[src/rtl/fan_pkg.sv]
// Shared types for the fan speed sequencer: speed codes and the scheduler state encoding.
package fan_pkg;

    typedef logic [1:0] speed_t;

    localparam speed_t SPD_STOP = 2'd0;
    localparam speed_t SPD_SLOW = 2'd1;
    localparam speed_t SPD_MED  = 2'd2;
    localparam speed_t SPD_FAST = 2'd3;

    typedef enum logic [2:0] {
        IDLE     = 3'd0,
        EVAL     = 3'd1,
        STEP     = 3'd2,
        WAIT_ACK = 3'd3,
        DWELL    = 3'd4
    } fan_state_e;

    // Neighbouring speed level in the requested direction (callers never step past 0 or 3).
    function automatic speed_t speed_step(input speed_t cur, input logic up);
        speed_t nxt;
        if (up) begin
            nxt = cur + 2'd1;
        end else begin
            nxt = cur - 2'd1;
        end
        return nxt;
    endfunction

endpackage

[src/rtl/fan_pwm_gen.sv]
// Free-running PWM generator: duty 0, 1/4, 1/2 or full according to the reported fan speed.
module fan_pwm_gen
    import fan_pkg::*;
#(
    parameter int PWM_W = 8
) (
    input  logic   clk,
    input  logic   reset_n,
    input  speed_t speed,
    output logic   pwm_out
);

    logic [PWM_W-1:0] cnt_r;
    logic [PWM_W-1:0] thresh_s;
    logic             pwm_s;

    // Duty compare: speed << (PWM_W-2) gives quarter-period steps; fast is held fully on.
    always_comb begin
        thresh_s = {speed, {(PWM_W-2){1'b0}}};
        if (speed == SPD_FAST) begin
            pwm_s = 1'b1;
        end else begin
            pwm_s = (cnt_r < thresh_s);
        end
    end

    // Period counter and registered PWM pin.
    always_ff @(posedge clk or negedge reset_n) begin
        if (!reset_n) begin
            cnt_r   <= '0;
            pwm_out <= 1'b0;
        end else begin
            cnt_r   <= cnt_r + PWM_W'(1);
            pwm_out <= pwm_s;
        end
    end

endmodule

[src/rtl/fan_speed_sequencer.sv]
// Closed-loop fan speed scheduler: temperature -> hysteretic target -> single-level steps with ack and dwell.
// Optional over-temperature override is built when FAN_SEQ_OVERTEMP_EN is defined.
module fan_speed_sequencer
    import fan_pkg::*;
#(
    parameter int TEMP_W      = 8,
    parameter int TH_SLOW     = 40,
    parameter int TH_MED      = 60,
    parameter int TH_FAST     = 80,
    parameter int HYST        = 4,
    parameter int DWELL_CYC   = 16,
    parameter int ACK_TIMEOUT = 4,
    parameter int PWM_W       = 8
`ifdef FAN_SEQ_OVERTEMP_EN
    ,
    parameter int TH_CRIT     = 100
`endif
) (
    input  logic              clk,
    input  logic              reset_n,
    input  logic              temp_valid,
    input  logic [TEMP_W-1:0] temp,
    output logic              temp_ready,
    input  logic [1:0]        speed_in,
    output logic              fan_up,
    output logic              fan_down,
    output logic              busy,
    output logic              fault,
    output logic              pwm_out
`ifdef FAN_SEQ_OVERTEMP_EN
    ,
    output logic              overtemp
`endif
);

    localparam int CNT_MAX = (DWELL_CYC > ACK_TIMEOUT) ? DWELL_CYC : ACK_TIMEOUT;
    localparam int CNT_W   = $clog2(CNT_MAX + 1);

    localparam logic [TEMP_W-1:0] UP_SLOW = TEMP_W'(TH_SLOW);
    localparam logic [TEMP_W-1:0] UP_MED  = TEMP_W'(TH_MED);
    localparam logic [TEMP_W-1:0] UP_FAST = TEMP_W'(TH_FAST);
    localparam logic [TEMP_W-1:0] DN_SLOW = TEMP_W'(TH_SLOW - HYST);
    localparam logic [TEMP_W-1:0] DN_MED  = TEMP_W'(TH_MED - HYST);
    localparam logic [TEMP_W-1:0] DN_FAST = TEMP_W'(TH_FAST - HYST);

    localparam logic [CNT_W-1:0] ACK_LAST   = CNT_W'(ACK_TIMEOUT - 1);
    localparam logic [CNT_W-1:0] DWELL_LAST = CNT_W'(DWELL_CYC - 1);

    fan_state_e        state_r;
    logic [TEMP_W-1:0] temp_q_r;
    logic [CNT_W-1:0]  cnt_r;
    speed_t            expect_r;

    speed_t up_lvl_s;
    speed_t dn_lvl_s;
    speed_t norm_target_s;
    speed_t target_s;
    logic   accept_s;
    logic   force_fast_s;
    logic   skip_dwell_s;

    // Thresholds are strictly increasing, so the highest one crossed equals the count crossed.
    function automatic speed_t level_of(input logic [TEMP_W-1:0] t,
                                        input logic [TEMP_W-1:0] th_s,
                                        input logic [TEMP_W-1:0] th_m,
                                        input logic [TEMP_W-1:0] th_f);
        speed_t lvl;
        if (t >= th_f) begin
            lvl = SPD_FAST;
        end else if (t >= th_m) begin
            lvl = SPD_MED;
        end else if (t >= th_s) begin
            lvl = SPD_SLOW;
        end else begin
            lvl = SPD_STOP;
        end
        return lvl;
    endfunction

    assign accept_s = (state_r == IDLE) && temp_valid && temp_ready;

`ifdef FAN_SEQ_OVERTEMP_EN
    localparam logic [TEMP_W-1:0] CRIT_V = TEMP_W'(TH_CRIT);
    logic overtemp_r;

    // Over-temperature flag re-evaluated on every accepted sample.
    always_ff @(posedge clk or negedge reset_n) begin
        if (!reset_n) begin
            overtemp_r <= 1'b0;
        end else if (accept_s) begin
            overtemp_r <= (temp >= CRIT_V);
        end else begin
            overtemp_r <= overtemp_r;
        end
    end

    assign overtemp     = overtemp_r;
    assign force_fast_s = overtemp_r;
    assign skip_dwell_s = overtemp_r;
`else
    assign force_fast_s = 1'b0;
    assign skip_dwell_s = 1'b0;
`endif

    // Target speed: rise immediately on the up thresholds, fall only below threshold minus hysteresis.
    always_comb begin
        up_lvl_s = level_of(temp_q_r, UP_SLOW, UP_MED, UP_FAST);
        dn_lvl_s = level_of(temp_q_r, DN_SLOW, DN_MED, DN_FAST);
        if (up_lvl_s > speed_in) begin
            norm_target_s = up_lvl_s;
        end else if (dn_lvl_s < speed_in) begin
            norm_target_s = dn_lvl_s;
        end else begin
            norm_target_s = speed_in;
        end
        if (force_fast_s) begin
            target_s = SPD_FAST;
        end else begin
            target_s = norm_target_s;
        end
    end

    // Scheduler FSM with registered handshake, step pulses and status.
    always_ff @(posedge clk or negedge reset_n) begin
        if (!reset_n) begin
            state_r    <= IDLE;
            temp_q_r   <= '0;
            cnt_r      <= '0;
            expect_r   <= SPD_STOP;
            fan_up     <= 1'b0;
            fan_down   <= 1'b0;
            busy       <= 1'b0;
            fault      <= 1'b0;
            temp_ready <= 1'b0;
        end else begin
            fan_up   <= 1'b0;
            fan_down <= 1'b0;
            case (state_r)
                IDLE: begin
                    if (accept_s) begin
                        temp_q_r   <= temp;
                        state_r    <= EVAL;
                        busy       <= 1'b1;
                        temp_ready <= 1'b0;
                    end else begin
                        busy       <= 1'b0;
                        temp_ready <= 1'b1;
                    end
                end
                EVAL: begin
                    if (target_s == speed_in) begin
                        state_r    <= IDLE;
                        busy       <= 1'b0;
                        temp_ready <= 1'b1;
                    end else begin
                        state_r  <= STEP;
                        fan_up   <= (target_s > speed_in);
                        fan_down <= (target_s < speed_in);
                        expect_r <= speed_step(speed_in, target_s > speed_in);
                    end
                end
                STEP: begin
                    state_r <= WAIT_ACK;
                    cnt_r   <= '0;
                end
                WAIT_ACK: begin
                    // Speed changes other than the expected one are not acted upon here.
                    if (speed_in == expect_r) begin
                        cnt_r   <= '0;
                        state_r <= skip_dwell_s ? EVAL : DWELL;
                    end else if (cnt_r == ACK_LAST) begin
                        fault      <= 1'b1;
                        state_r    <= IDLE;
                        busy       <= 1'b0;
                        temp_ready <= 1'b1;
                    end else begin
                        cnt_r <= cnt_r + CNT_W'(1);
                    end
                end
                DWELL: begin
                    if (cnt_r == DWELL_LAST) begin
                        cnt_r   <= '0;
                        state_r <= EVAL;
                    end else begin
                        cnt_r <= cnt_r + CNT_W'(1);
                    end
                end
                default: begin
                    state_r    <= IDLE;
                    busy       <= 1'b0;
                    temp_ready <= 1'b1;
                end
            endcase
        end
    end

    fan_pwm_gen #(
        .PWM_W(PWM_W)
    ) u_pwm (
        .clk    (clk),
        .reset_n(reset_n),
        .speed  (speed_in),
        .pwm_out(pwm_out)
    );

endmodule

[config.mk]
export PLATFORM = sky130hd
export DESIGN_NAME = fan_speed_sequencer
export DESIGN_NICKNAME = d
export VERILOG_FILES = /design/src/rtl/fan_pkg.sv /design/src/rtl/fan_pwm_gen.sv /design/src/rtl/fan_speed_sequencer.sv
export SDC_FILE = /design/constraint.sdc
export NUM_CORES = 1
export LEC_CHECK = 0
export CORE_UTILIZATION = 25
export DETAILED_ROUTE_END_ITERATION = 8
export DONT_BUFFER_PORTS = 1
export SLEW_MARGIN = 20
export SYNTH_ARGS = -nofsm -noshare
export SYNTH_HDL_FRONTEND = slang
export SYNTH_HIERARCHICAL = 1
export SYNTH_SLANG_ARGS = --single-unit
[constraint.sdc]
create_clock -name clk -period 3.3 [get_ports clk]
set_input_delay 0.33 -clock clk [delete_from_list [all_inputs] [get_ports clk]]
set_output_delay 0.33 -clock clk [all_outputs]
set_load 0.005 [all_outputs]
==> results.md <==
* IO Pins at 19
* Post-Syn Instances at between 100 and 150
* Met1 Usage GRT at between 10% and 20%
* Die ar. at just under 7000 sq um
* #FFs+latches synth at 30
* Sum Neg Setup Slack at 0 ps
* Critical Path AT at 3050 ps
* Syn. warnings at 6
* CTS buffer count at 5
* I/O Buffers at 0
* Core Rows at 29
* Nets at 180
* First-pass GRT wire length at approximately 5.1 mm
* Mapped Avg Cell Area at approximately 11 sq um
* # DRC at 0
* ANT nets after route at 0
* Pwr per Cell Area at around 860 nW/um^2
* Synth Net Count at 172
* CTS tree: done
* Gr busiest metal: met2
* Worst-Skew Late Latency at between 200 and 300 ps
* Wirelength per Cell at 12.6 um
* Tot GR Track Use at a little under a tenth
* # resized after CTS at 0
* Aggregate routed wire length at 2.95 mm
* Hold-critical path depth at 1
* Least-Margin Pin Slew at 489 ps
* Grt ovf at 0
* DP HPWL at 2.14 mm
* Postcts setup bufs at 0
* CTS H-tree lvls at 2
* Peak Freq at about 350 MHz
* EDFF count, synth at 0
* Critical Path Sink Type: flop
* Post-CTS Hold Fix Bufs at 2
* Crit path kind: flop to flop
* Vias in the first global route at ~1000
* Max-cap violations at 0
* Filler cells at about 650
* Post-route clock period utilization at 87.4%
* Maximum VDD drop at between 0.4 and 0.5 mV
* Starting DRT DRC Count at 18
* Mapped Area at between 1500 and 2000 sq um
* Initial antenna violation count at 0
* Final min period at roughly 2900 ps
* Crit-path max FO at 8
* Share of layout cells above drive strength 1 at between 10% and 20%
* RSZ-0062 raised after global routing: no
* Commonest non-fill, non-tap cells in the layout: 30 x dfrtp_1, 11 x nand2_1, 11 x ha_1
* Final setup violation count at 0
* Vias per inst at ~4.7
* Fraction of registers with async set/reset at 100%
* Area grow syn2layout at 13.8%
* Required time worst endpoint at about 3500 ps
* Leak at approximately 0.86 nW
* Max Slew Vio Count at 0
* Clock root buffer: clkbuf_8
* Final clock skew at around 2.2 ps
* Largest net degree at the start of global routing at 31
* Hold WC Path Type: primary input to flop
* First-pass detailed-route iteration total at 4
* Max_slew headroom at about two thirds
* Diode count at 0
* Seq/Total Area, Yosys at between 40% and 50%
* Core footprint at 6350 sq um
* Design Power at 0.00160 W
* Status: finished clean
* Gpl congestion at approximately 0.77
* Worst reg2reg path depth at 11
* Die span in y at between 80 and 90 um
* GR Util met2 at around 14%
* Met3 global-route usage at under 10%
* Yosys cell types at 40
* Final hold violations at 0
* Longest Clk Path Bufs at 2
* Post-synth top flop: dfrtp_1
* Most common cell after layout, fill and taps aside: dfrtp_1
* Vias at about 1100
* Worst-path clk slew at around 60 ps
* Setup crit start kind: flop
* Clk sinks at 30
* Initial core utilization at 25.9%
* Die X at just over 80 um
Yosys cell counts, types with 2 or more instances:
library cell | number | area (sq um)
nor2_1 | 8 | 30.0
mux2_2 | 3 | 33.8
a22o_1 | 2 | 17.5
xor2_1 | 6 | 52.6
a21o_1 | 2 | 15.0
nor2b_1 | 2 | 12.5
nand3_1 | 7 | 35.0
mux2_4 | 6 | 90.1
nand2b_1 | 4 | 25.0
xnor2_1 | 4 | 35.0
a21oi_1 | 8 | 40.0
ha_1 | 11 | 138
a211oi_1 | 3 | 22.5
nand2_1 | 11 | 41.3
dfrtp_1 | 30 | 751
inv_1 | 9 | 33.8
a211o_1 | 3 | 26.3
o21ai_0 | 7 | 35.0
where the power goes:
group | switching, W | internal, W
clock | 0.000134 | 0.000241
combinational | 0.000301 | 0.000321
sequential | 0.000129 | 0.000475
total | 0.000564 | 0.00104
cells by family after synthesis:
| logic type | after synthesis | synth area share (%) |
|---|---|---|
| AOI/OAI and AO/OA | 35 | 15.3 |
| xor gates and xnor gates | 10 | 5.32 |
| adders and majority gates | 11 | 8.36 |
| buffers and inverters | 10 | 2.74 |
| DFF | 30 | 45.6 |
| muxes | 10 | 8.21 |
| and+or+nand+nor | 42 | 14.4 |
through the flow:
stage          worst slack [ps]  cells  area, sq um  hold WS (ps)  util [%]
2_1_floorplan               733    148         1650          34.4         -
6_report                    417    233         1870           173      29.5
5_1_grt                     206    233         1870           153      29.5
3_5_place_dp                372    224         1730          35.2      27.3
3_3_place_gp                450    224         1730          35.2      27.3
4_1_cts                     379    233         1870           159      29.5
critical path, cell delays in order (launching register included):
cell     delay [ps]
dfrtp_1         440
nand3_1         100
a21o_1          180
a21oi_1         170
ha_1            260
a21oi_1         210
mux2_2          360
ha_1            300
nand2_1          70
nand3_1         230
and2_1          240
a22o_1          190
cell type report:
class / instances / area, sq um / area share (%)
Clock inverter: 1 / 30.0 / 1.60
Timing Repair Buffer: 2 / 30.0 / 1.60
Sequential cell: 30 / 751 / 40.1
Clock buffer: 6 / 82.6 / 4.41
Inverter: 9 / 33.8 / 1.80
Tap cell: 77 / 96.3 / 5.14
Multi-Input combinational cell: 108 / 850 / 45.4
layer usage:
metal	wire length, um	share of wire (%)
met1	1420	48
met5	0	0
met2	1370	47
met3	136	4.6
met4	18	0.61
final timing paths:
check	endpoint	start	slack, ps
max	temp_ready	temp_q_r[4]	420
min	u_pwm/pwm_out	speed_in[1]	170
max reg2reg	temp_ready	temp_q_r[4]	420
min reg2reg	u_pwm/cnt_r[0]	u_pwm/cnt_r[0]	480
max in group asynchronous	temp_q_r[7]	reset_n	2630
min in group asynchronous	fan_up	reset_n	500
registers in the layout, indices dropped and copies added (netlist names):
register and count:
cnt_r 5, expect_r 2, fan_up 1, u_pwm/pwm_out 1, fault 1, fan_down 1, u_pwm/cnt_r 8, temp_q_r 6
temp_ready 1, state_r 3, busy 1
Note: power is estimated with default switching activity, not from simulation.
